==> config.mk <==
export PLATFORM = sky130hd
export DESIGN_NAME = uart_tx_arbiter
export DESIGN_NICKNAME = d
export VERILOG_FILES = /design/src/rtl/uart_arb_pkg.sv /design/src/rtl/uart_arb_rr.sv /design/src/rtl/uart_tx_arbiter.sv
export SDC_FILE = /design/constraint.sdc
export NUM_CORES = 1
export LEC_CHECK = 0
export ABC_CLOCK_PERIOD_IN_PS = 3300
export CORE_MARGIN = 5
export CORE_UTILIZATION = 25
export CTS_BUF_LIST = sky130_fd_sc_hd__clkbuf_16
export CTS_CLUSTER_SIZE = 28
export DETAILED_ROUTE_END_ITERATION = 16
export SETUP_SLACK_MARGIN = 0.05
export SYNTH_ARGS = -nofsm -noshare
export SYNTH_HDL_FRONTEND = slang
export SYNTH_SLANG_ARGS = --single-unit
==> constraint.sdc <==
create_clock -name clk -period 3.3 [get_ports clk]
set_input_delay 0.99 -clock clk [delete_from_list [all_inputs] [get_ports clk]]
set_output_delay 0.99 -clock clk [all_outputs]
set_load 0.01 [all_outputs]
==> src/rtl/uart_arb_pkg.sv <==
// Shared types and constants for the UART transmit arbiter.
package uart_arb_pkg;

  typedef enum logic [1:0] {
    IDLE    = 2'd0,
    SEND    = 2'd1,
    WAIT_HI = 2'd2,
    WAIT_LO = 2'd3
  } arb_state_e;

  localparam int MAX_NREQ   = 8;
  localparam int STAT_CNT_W = 16;
  localparam int STAT_TO_W  = 8;

  // Index width that stays legal for a single requester.
  function automatic int idx_width(input int n);
    return (n > 1) ? $clog2(n) : 1;
  endfunction

endpackage

==> src/rtl/uart_arb_rr.sv <==
// Combinational round-robin picker: first set candidate at or after ptr_i,
// wrapping to the lowest index.
module uart_arb_rr
  import uart_arb_pkg::*;
#(
  parameter  int NREQ  = 2,
  localparam int IDX_W = idx_width(NREQ)
) (
  input  logic [NREQ-1:0]  cand_i,
  input  logic [IDX_W-1:0] ptr_i,
  output logic [NREQ-1:0]  pick_o,
  output logic [IDX_W-1:0] idx_o,
  output logic             any_o
);

  logic             found_hi, found_lo;
  logic [IDX_W-1:0] hi_idx, lo_idx;

  // NOTE: every always_comb output gets a default first, so no path leaves it unassigned and no latch is inferred.
  always_comb begin
    found_hi = 1'b0;
    found_lo = 1'b0;
    hi_idx   = '0;
    lo_idx   = '0;
    for (int i = 0; i < NREQ; i++) begin
      if (!found_hi && cand_i[i] && (i >= int'(ptr_i))) begin
        found_hi = 1'b1;
        hi_idx   = IDX_W'(i);
      end
      if (!found_lo && cand_i[i] && (i < int'(ptr_i))) begin
        found_lo = 1'b1;
        lo_idx   = IDX_W'(i);
      end
    end
  end

  assign any_o  = found_hi | found_lo;
  assign idx_o  = found_hi ? hi_idx : lo_idx;
  assign pick_o = any_o ? (NREQ'(1) << idx_o) : '0;

endmodule

==> src/rtl/uart_tx_arbiter.sv <==
// Round-robin arbiter sharing one UART transmitter between NREQ byte sources,
// with per-source message lock. Optional counters under UART_ARB_STATS_EN.
module uart_tx_arbiter
  import uart_arb_pkg::*;
#(
  parameter int NREQ         = 2,
  parameter int BUSY_TIMEOUT = 16
) (
  input  logic                 clk,
  input  logic                 reset,
  input  logic [NREQ-1:0]      req_valid,
  input  logic [NREQ-1:0][7:0] req_data,
  input  logic [NREQ-1:0]      req_last,
  output logic [NREQ-1:0]      req_ready,
  output logic [7:0]           tx_data,
  output logic                 tx_send,
  input  logic                 tx_busy,
  output logic [NREQ-1:0]      grant,
  output logic                 err_timeout
`ifdef UART_ARB_STATS_EN
  ,
  output logic [NREQ-1:0][STAT_CNT_W-1:0] stat_count,
  output logic [STAT_TO_W-1:0]            stat_timeouts
`endif
);

  localparam int IDX_W = idx_width(NREQ);
  localparam int TMO_W = $clog2(BUSY_TIMEOUT + 1);

  arb_state_e       state_q, state_d;
  logic [IDX_W-1:0] ptr_q, ptr_d;
  logic [IDX_W-1:0] owner_q, owner_d;
  logic             lock_q, lock_d;
  logic [7:0]       tx_data_q, tx_data_d;
  logic [TMO_W-1:0] tmo_cnt_q, tmo_cnt_d;

  logic [NREQ-1:0]  owner_oh;
  logic [NREQ-1:0]  cand;
  logic [NREQ-1:0]  pick;
  logic [IDX_W-1:0] pick_idx;
  logic             pick_any;
  logic             accept;
  logic             tmo_hit;

  assign owner_oh = NREQ'(1) << owner_q;
  assign cand     = lock_q ? (req_valid & owner_oh) : req_valid;

  uart_arb_rr #(.NREQ(NREQ)) u_rr (
    .cand_i (cand),
    .ptr_i  (ptr_q),
    .pick_o (pick),
    .idx_o  (pick_idx),
    .any_o  (pick_any)
  );

  // A transfer needs an idle FSM and an idle UART; reset blocks it outright.
  assign accept  = (state_q == IDLE) && pick_any && !tx_busy && !reset;
  assign tmo_hit = (state_q == WAIT_HI) && !tx_busy &&
                   (tmo_cnt_q == TMO_W'(BUSY_TIMEOUT));

  // NOTE: sequential state uses non-blocking <= so every flop samples pre-edge values.
  always_ff @(posedge clk) begin
    if (reset) state_q <= IDLE;
    else       state_q <= state_d;
  end

  always_comb begin
    state_d = state_q;
    case (state_q)
      IDLE:    if (accept) state_d = SEND;
      SEND:    state_d = WAIT_HI;
      WAIT_HI: begin
        if (tx_busy)      state_d = WAIT_LO;
        else if (tmo_hit) state_d = IDLE;
      end
      WAIT_LO: if (!tx_busy) state_d = IDLE;
      default: state_d = IDLE;
    endcase
  end

  always_comb begin
    req_ready   = accept ? pick : '0;
    tx_send     = (state_q == SEND);
    err_timeout = tmo_hit;
    grant       = ((state_q != IDLE) || lock_q) ? owner_oh : '0;
    tx_data     = tx_data_q;
  end

  always_comb begin
    tx_data_d = tx_data_q;
    owner_d   = owner_q;
    lock_d    = lock_q;
    ptr_d     = ptr_q;
    tmo_cnt_d = tmo_cnt_q;
    if (accept) begin
      tx_data_d = req_data[pick_idx];
      owner_d   = pick_idx;
      if (req_last[pick_idx]) begin
        lock_d = 1'b0;
        ptr_d  = (pick_idx == IDX_W'(NREQ - 1)) ? '0 : pick_idx + IDX_W'(1);
      end else begin
        lock_d = 1'b1;
      end
    end
    if (state_q == SEND) begin
      tmo_cnt_d = '0;
    end else if ((state_q == WAIT_HI) && !tx_busy && !tmo_hit) begin
      tmo_cnt_d = tmo_cnt_q + TMO_W'(1);
    end
  end

  always_ff @(posedge clk) begin
    if (reset) begin
      tx_data_q <= '0;
      owner_q   <= '0;
      lock_q    <= 1'b0;
      ptr_q     <= '0;
      tmo_cnt_q <= '0;
    end else begin
      tx_data_q <= tx_data_d;
      owner_q   <= owner_d;
      lock_q    <= lock_d;
      ptr_q     <= ptr_d;
      tmo_cnt_q <= tmo_cnt_d;
    end
  end

`ifdef UART_ARB_STATS_EN
  logic                                 byte_done;
  logic [NREQ-1:0][STAT_CNT_W-1:0]      stat_count_q;
  logic [STAT_TO_W-1:0]                 stat_timeouts_q;

  // A byte counts only once the UART has actually finished shifting it.
  assign byte_done = (state_q == WAIT_LO) && !tx_busy;

  always_ff @(posedge clk) begin
    if (reset) begin
      stat_count_q    <= '0;
      stat_timeouts_q <= '0;
    end else begin
      if (byte_done && (stat_count_q[owner_q] != '1))
        stat_count_q[owner_q] <= stat_count_q[owner_q] + STAT_CNT_W'(1);
      if (tmo_hit && (stat_timeouts_q != '1))
        stat_timeouts_q <= stat_timeouts_q + STAT_TO_W'(1);
    end
  end

  assign stat_count    = stat_count_q;
  assign stat_timeouts = stat_timeouts_q;
`endif

endmodule

==> results of run 1 <==
==> timing repair <==
| item | in CTS | in global routing |
|---|---|---|
| gates resized for setup | 17 | 1 |
| pin swaps | 3 | 3 |
| setup endpoints to repair | 3 | 1 |
| buffers inserted | 0 | 1 |
==> per-layer routing <==
layer	share of wire [%]	GRT usage (%)	wire [um]
met4	2.0	6.33	46
met1	43	12.6	994
met2	44	17.6	1030
met3	11	5.67	261
met5	0	0	0
==> registers in the layout, summed over array words and instances, names as in the netlist <==
name and cells:
lock_q 1, owner_q 1, ptr_q 1, state_q 2, tmo_cnt_q 5, tx_data 8
==> through the flow <==
| step | total power, W | util (%) | worst slack, ns | instances |
|---|---|---|---|---|
| 2_1_floorplan | 0.000296 | - | 0.199 | 91 |
| 3_5_place_dp | 0.000367 | 39.9 | -0.622 | 180 |
| 3_3_place_gp | 0.000365 | 39.9 | -0.634 | 180 |
| 4_1_cts | 0.000608 | 42.9 | 0.0325 | 183 |
| 5_1_grt | 0.000633 | 43.2 | 0.0653 | 184 |
| 6_report | 0.000602 | 43.2 | 0.118 | 184 |
==> worst max-delay path: stages <==
cell,delay [ns]
clkdlybuf4s15_1,0.19
or4_4,0.49
a211o_4,0.29
nor2_4,0.12
buf_6,0.11
==> layout make-up <==
type                            instances  area (sq um)  area share, %
Sequential cell                        18           360           25.0
Multi-Input combinational cell         64           483           33.5
Inverter                                6          22.5           1.56
Timing Repair Buffer                   47           442           30.7
Clock buffer                            3          75.1           5.21
Tap cell                               46          57.6           4.00
==> cells by family (layout without fill, tap and decap cells) <==
| logic type | after synthesis | count (layout) |
|---|---|---|
| xor gates and xnor gates | 4 | 4 |
| DFF | 18 | 18 |
| and+or+nand+nor | 29 | 29 |
| AOI/OAI and AO/OA | 28 | 28 |
| muxes | 1 | 1 |
| buffers and inverters | 9 | 56 |
| adders and majority gates | 2 | 2 |
==> final timing paths <==
path / endpoint / cells past startpoint
setup reg to reg: tx_data[1] / 5
hold / removal: tx_data[0] / 1
setup / recovery: req_ready[0] / 5
hold reg to reg: tx_data[0] / 1
==> power by group through the flow <==
stage | Combinational [W] | Clock (W) | Sequential (W)
3_5_place_dp | 0.000122 | 0 | 0.000245
4_1_cts | 0.000126 | 0.000240 | 0.000242
5_1_grt | 0.000138 | 0.000251 | 0.000244
6_report | 0.000126 | 0.000233 | 0.000242
3_3_place_gp | 0.000120 | 0 | 0.000245
2_1_floorplan | 0.0000482 | 0 | 0.000247
==> Yosys cell counts, types with 3 or more instances <==
library cell | count | area share [%]
nor2_1 | 8 | 3.5
o2bb2ai_1 | 8 | 8.1
xor2_1 | 3 | 3.0
dfxtp_1 | 18 | 42
a21oi_1 | 3 | 1.7
inv_1 | 6 | 2.6
nor2b_1 | 4 | 2.9
a22oi_1 | 9 | 7.8
nand2_1 | 4 | 1.7
nand2b_1 | 3 | 2.2
==> flow_summary.toml, run 1 <==
[run_status]
status = "complete, no violations"

[setup_path]
critPathMaxFanout = 2
r2r-start = "state_q[1]"
start_kind = "primary input"
crit_type = "primary input to primary output"
endpoint_kind = "primary output"
critical_path_arrival_ns = 2.19
startpoint = "tx_busy"
crit_required_ns = 2.31
r2r_setup_slack_ns = 1.43

[sta]
worst_pin_slew_ns = 0.578
finalSetupViolCount = 0
min_period_ns = 3.18
finalHoldViolations = 0
setup-tns-final_ns = 0
fin_crit_sh_pct = 96.4
max_freq_ghz = 0.314
slew_viol_final = 0
slew_headroom_pct = 61.4
grt_setup_unrepaired = "false"
hold_slack_ns = 0.459
finClkSkew_ns = 0.00166

[die]
initial_core_util_pct = 25.9
die_area_sq_um = 4730
rows = 21
coreArea_sq_um = 3340
die_h_um = 68.8
io_pins = 37
fp.dieW_um = 68.8

[cts]
clockBufferDepth = 2
cts-hold-fix-buffers = 0
clock_sinks = 18
clk_latency_ns = 0.25
cts_tree = "built"
cts_root_buffer = "clkbuf_16"
numCtsBuffers = 3
htree_levels = 1
clkTransAtPathRegs_ns = 0.05

[power_and_ir_drop]
max-vdd-ir-drop_uv = 135
switching_power_w = 0.000136
powerDensity_nw_per_um2 = 418
power_leakage_nw = 0.545
cell_internal_pwr_w = 0.000466
p_clk_share_pct = 38.8
combPwrFrac_pct = 21.0
pwr-share-seq_pct = 40.3
swShare_pct = 22.6

[synth]
synthArstFlopShare_pct = 0
ys_warn_count = 0
synth-compound-area-share_pct = 26.5
synth_edf_count = 0
synthCells = 91
synth_xor_area_share_pct = 4.06
synth.area.mux_share_pct = 1.16
synth_top_flop_cell = "dfxtp_1"
syn-num-nets = 116
synth_simple_gate_area_share_pct = 18.0
synth_cell_types = 30
synth_seq_area_share_pct = 41.7
synth_top_family_by_area = "compound AO/OA/AOI/OAI gates"
synth_fa_ha_area_share_pct = 2.90
synth.cell_area_sq_um = 863
syn_area_per_cell_sq_um = 9.49
ys_seq_elements = 18

[cells_and_area]
fill_cells = 348
layout-drive-gt1-share_pct = 15.2
fin_area_sq_um = 1440
nets = 165
final_cell_mix = "30 x clkdlybuf4s50_1, 18 x dfxtp_1, 11 x buf_4"
layout_commonest_cell = "clkdlybuf4s50_1"
diodes = 0
syn2layout_area_growth_pct = 66.8

[route]
route.detailed.wl_per_inst_um = 12.7
drt-initial-drc-count = 47
ant_nets = 0
drc = 0
vias = 854
wirelength_um = 2330
via_per_inst = 4.64
dr.pass1.iters = 2

[hold_path]
hp-start = "tx_data[0]"
hp-class = "register to register"

[global_routing]
gr-total-overflow = 0
grt.total_usage_pct = 11.4
grt_max_degree = 12
first_global_vias = 892
antenna_found_initial = 0
grt_pass1_wl_um = 3970

[placed_design]
finalWeightedCongestion = 0.756
portBuffers = 36
postPlaceCellArea_sq_um = 1330
hpwlAfterDp_um = 1780

[flow_run]
cap_violations = 0
No activity file was read; power rests on OpenSTA's default activity.
==> run 2, diff against run 1 <==
Settings changed: CORE_ASPECT_RATIO set to 1.5.
==> run 2 against run 1 <==
  * Wire length grew 4.3%
  * Cell count shrank 1.1%
  * Sequential power is essentially flat
  * Global-route usage shrank 0.48 points
  * Non-clock buffer count grew 1
  * Worst hold slack gained 0.0058 ns
  * Critical path type unchanged
  * Critical endpoint is now req_ready[1]
  * Largest power group unchanged
  * Highest routed layer is now met3
==> flow_summary.toml, run 2 (same netlist as run 1, synthesis figures left out) <==
[run_status]
status = "complete, no violations"

[route]
dr_wl_met3_um = 238
vias = 858
dr.pass1.iters = 4
topRoutingLayerUsed = "met3"
via_per_inst = 4.71
wl_met1_um = 1010
drc = 0
route.detailed.wl_per_inst_um = 13.4
drt-initial-drc-count = 15
ant_nets = 0
dr_wl_met2_um = 1180
wirelength_um = 2430

[placed_design]
dp.cells = 177
hpwlAfterDp_um = 1910
pre_cts_slack_ns = -0.632
finalWeightedCongestion = 0.736
portBuffers = 36

[sta]
worst_pin_slew_ns = 0.591
finalSetupViolCount = 0
finClkSkew_ns = 0.00186
fin_crit_sh_pct = 97.4
hold_slack_ns = 0.465
slew_viol_final = 0
finalHoldViolations = 0
fin_ws_ns = 0.0866
min_period_ns = 3.21
max_freq_ghz = 0.311
setup-tns-final_ns = 0
slew_headroom_pct = 60.5
grt_setup_unrepaired = "false"

[die]
initial_core_util_pct = 25.5
fp.dieW_um = 58.0
io_pins = 37
rows = 26
die_area_sq_um = 4750
coreArea_sq_um = 3380
die_h_um = 82.0

[cts]
clkTransAtPathRegs_ns = 0.05
cts_tree = "built"
cts_root_buffer = "clkbuf_16"
clk_latency_ns = 0.25
clock_sinks = 18
clockBufferDepth = 2
htree_levels = 1
numCtsBuffers = 3

[cells_and_area]
instances_no_fill = 182
syn2layout_area_growth_pct = 69.7
largest_register_ffs = 8
nets = 166
fin_util_pct = 43.3
final_cell_mix = "30 x clkdlybuf4s50_1, 18 x dfxtp_1, 12 x buf_4"
diodes = 0
layout-drive-gt1-share_pct = 15.7
layout_commonest_cell = "clkdlybuf4s50_1"

[power_and_ir_drop]
max-vdd-ir-drop_uv = 243
power_leakage_nw = 0.573
powerDensity_nw_per_um2 = 420

[global_routing]
gr-total-overflow = 0
antenna_found_initial = 0
grt_pass1_wl_um = 4100
grt_max_degree = 11
first_global_vias = 955
grt.total_usage_pct = 10.9

[setup_path]
cp.buffers_inverters = 3
r2r-start = "state_q[1]"
critPathMaxFanout = 4
path_delay_family = "buffers and inverters"
crit_required_ns = 2.31
critical_path_arrival_ns = 2.22
crit_type = "primary input to primary output"
r2r_setup_slack_ns = 1.36
endpoint_kind = "primary output"
cp_cell_sequence = "clkdlybuf4s50_1, buf_4, o311a_4, and2_1, clkdlybuf4s15_1"
cp_slowest_cell = "clkdlybuf4s50_1"
startpoint = "req_valid[1]"
start_kind = "primary input"
cp_slowest_stage_delay_ns = 0.50

[flow_run]
cap_violations = 0

[hold_path]
hp-start = "tx_data[0]"
hp-class = "register to register"
run 2: cell type report:
class	instances	area, sq um
fillers	364	1920
clock buffers	3	75.1
flip-flops and latches	18	360
multi-input cells	64	497
inverters	6	22.5
well taps	42	52.6
clock inverters	1	3.75
repair buffers	48	454
run 2: through the flow:
| step | total power (W) | area, sq um |
|---|---|---|
| detailed placement | 0.000370 | 1330 |
| CTS | 0.000620 | 1450 |
| finish | 0.000616 | 1470 |
| global placement | 0.000368 | 1330 |
| global route | 0.000648 | 1470 |
| floorplan | 0.000296 | 863 |
run 2: path summary, 6_finish.rpt:
kind	depth (start not counted)	to
worst max-delay path	5	req_ready[1]
worst min-delay path	1	tx_data[0]
worst max register to register	5	tx_data[5]
worst min register to register	1	tx_data[0]
run 2: where the power goes:
group	total [W]	internal, W	leakage, nW	switching, W
clock network	0.000242	0.000161	0.0385	0.0000813
logic	0.000131	0.0000789	0.388	0.0000521
registers	0.000242	0.000231	0.147	0.0000118
total	0.000616	0.000470	0.573	0.000145
run 2: routing by layer:
| metal | global-route usage [%] | vias to the layer above |
|---|---|---|
| li1 | - | 432 |
| met1 | 11.4 | 391 |
| met2 | 19.6 | 35 |
| met3 | 4.87 | 0 |
| met4 | 2.78 | 0 |
| met5 | 0 | - |
run 2: what timing repair did:
action | CTS | global route
buffers inserted | 0 | 1
setup endpoints to repair | 3 | 3
hold buffers | 0 | 0
pin swaps | 2 | 3
gates resized for setup | 16 | 2
==> run 3, diff against run 2 <==
Settings changed: ABC_CLOCK_PERIOD_IN_PS 3300 to not set.
==> results of run 3 <==
Final layout, timing and power as in run 2 (identical DEF).
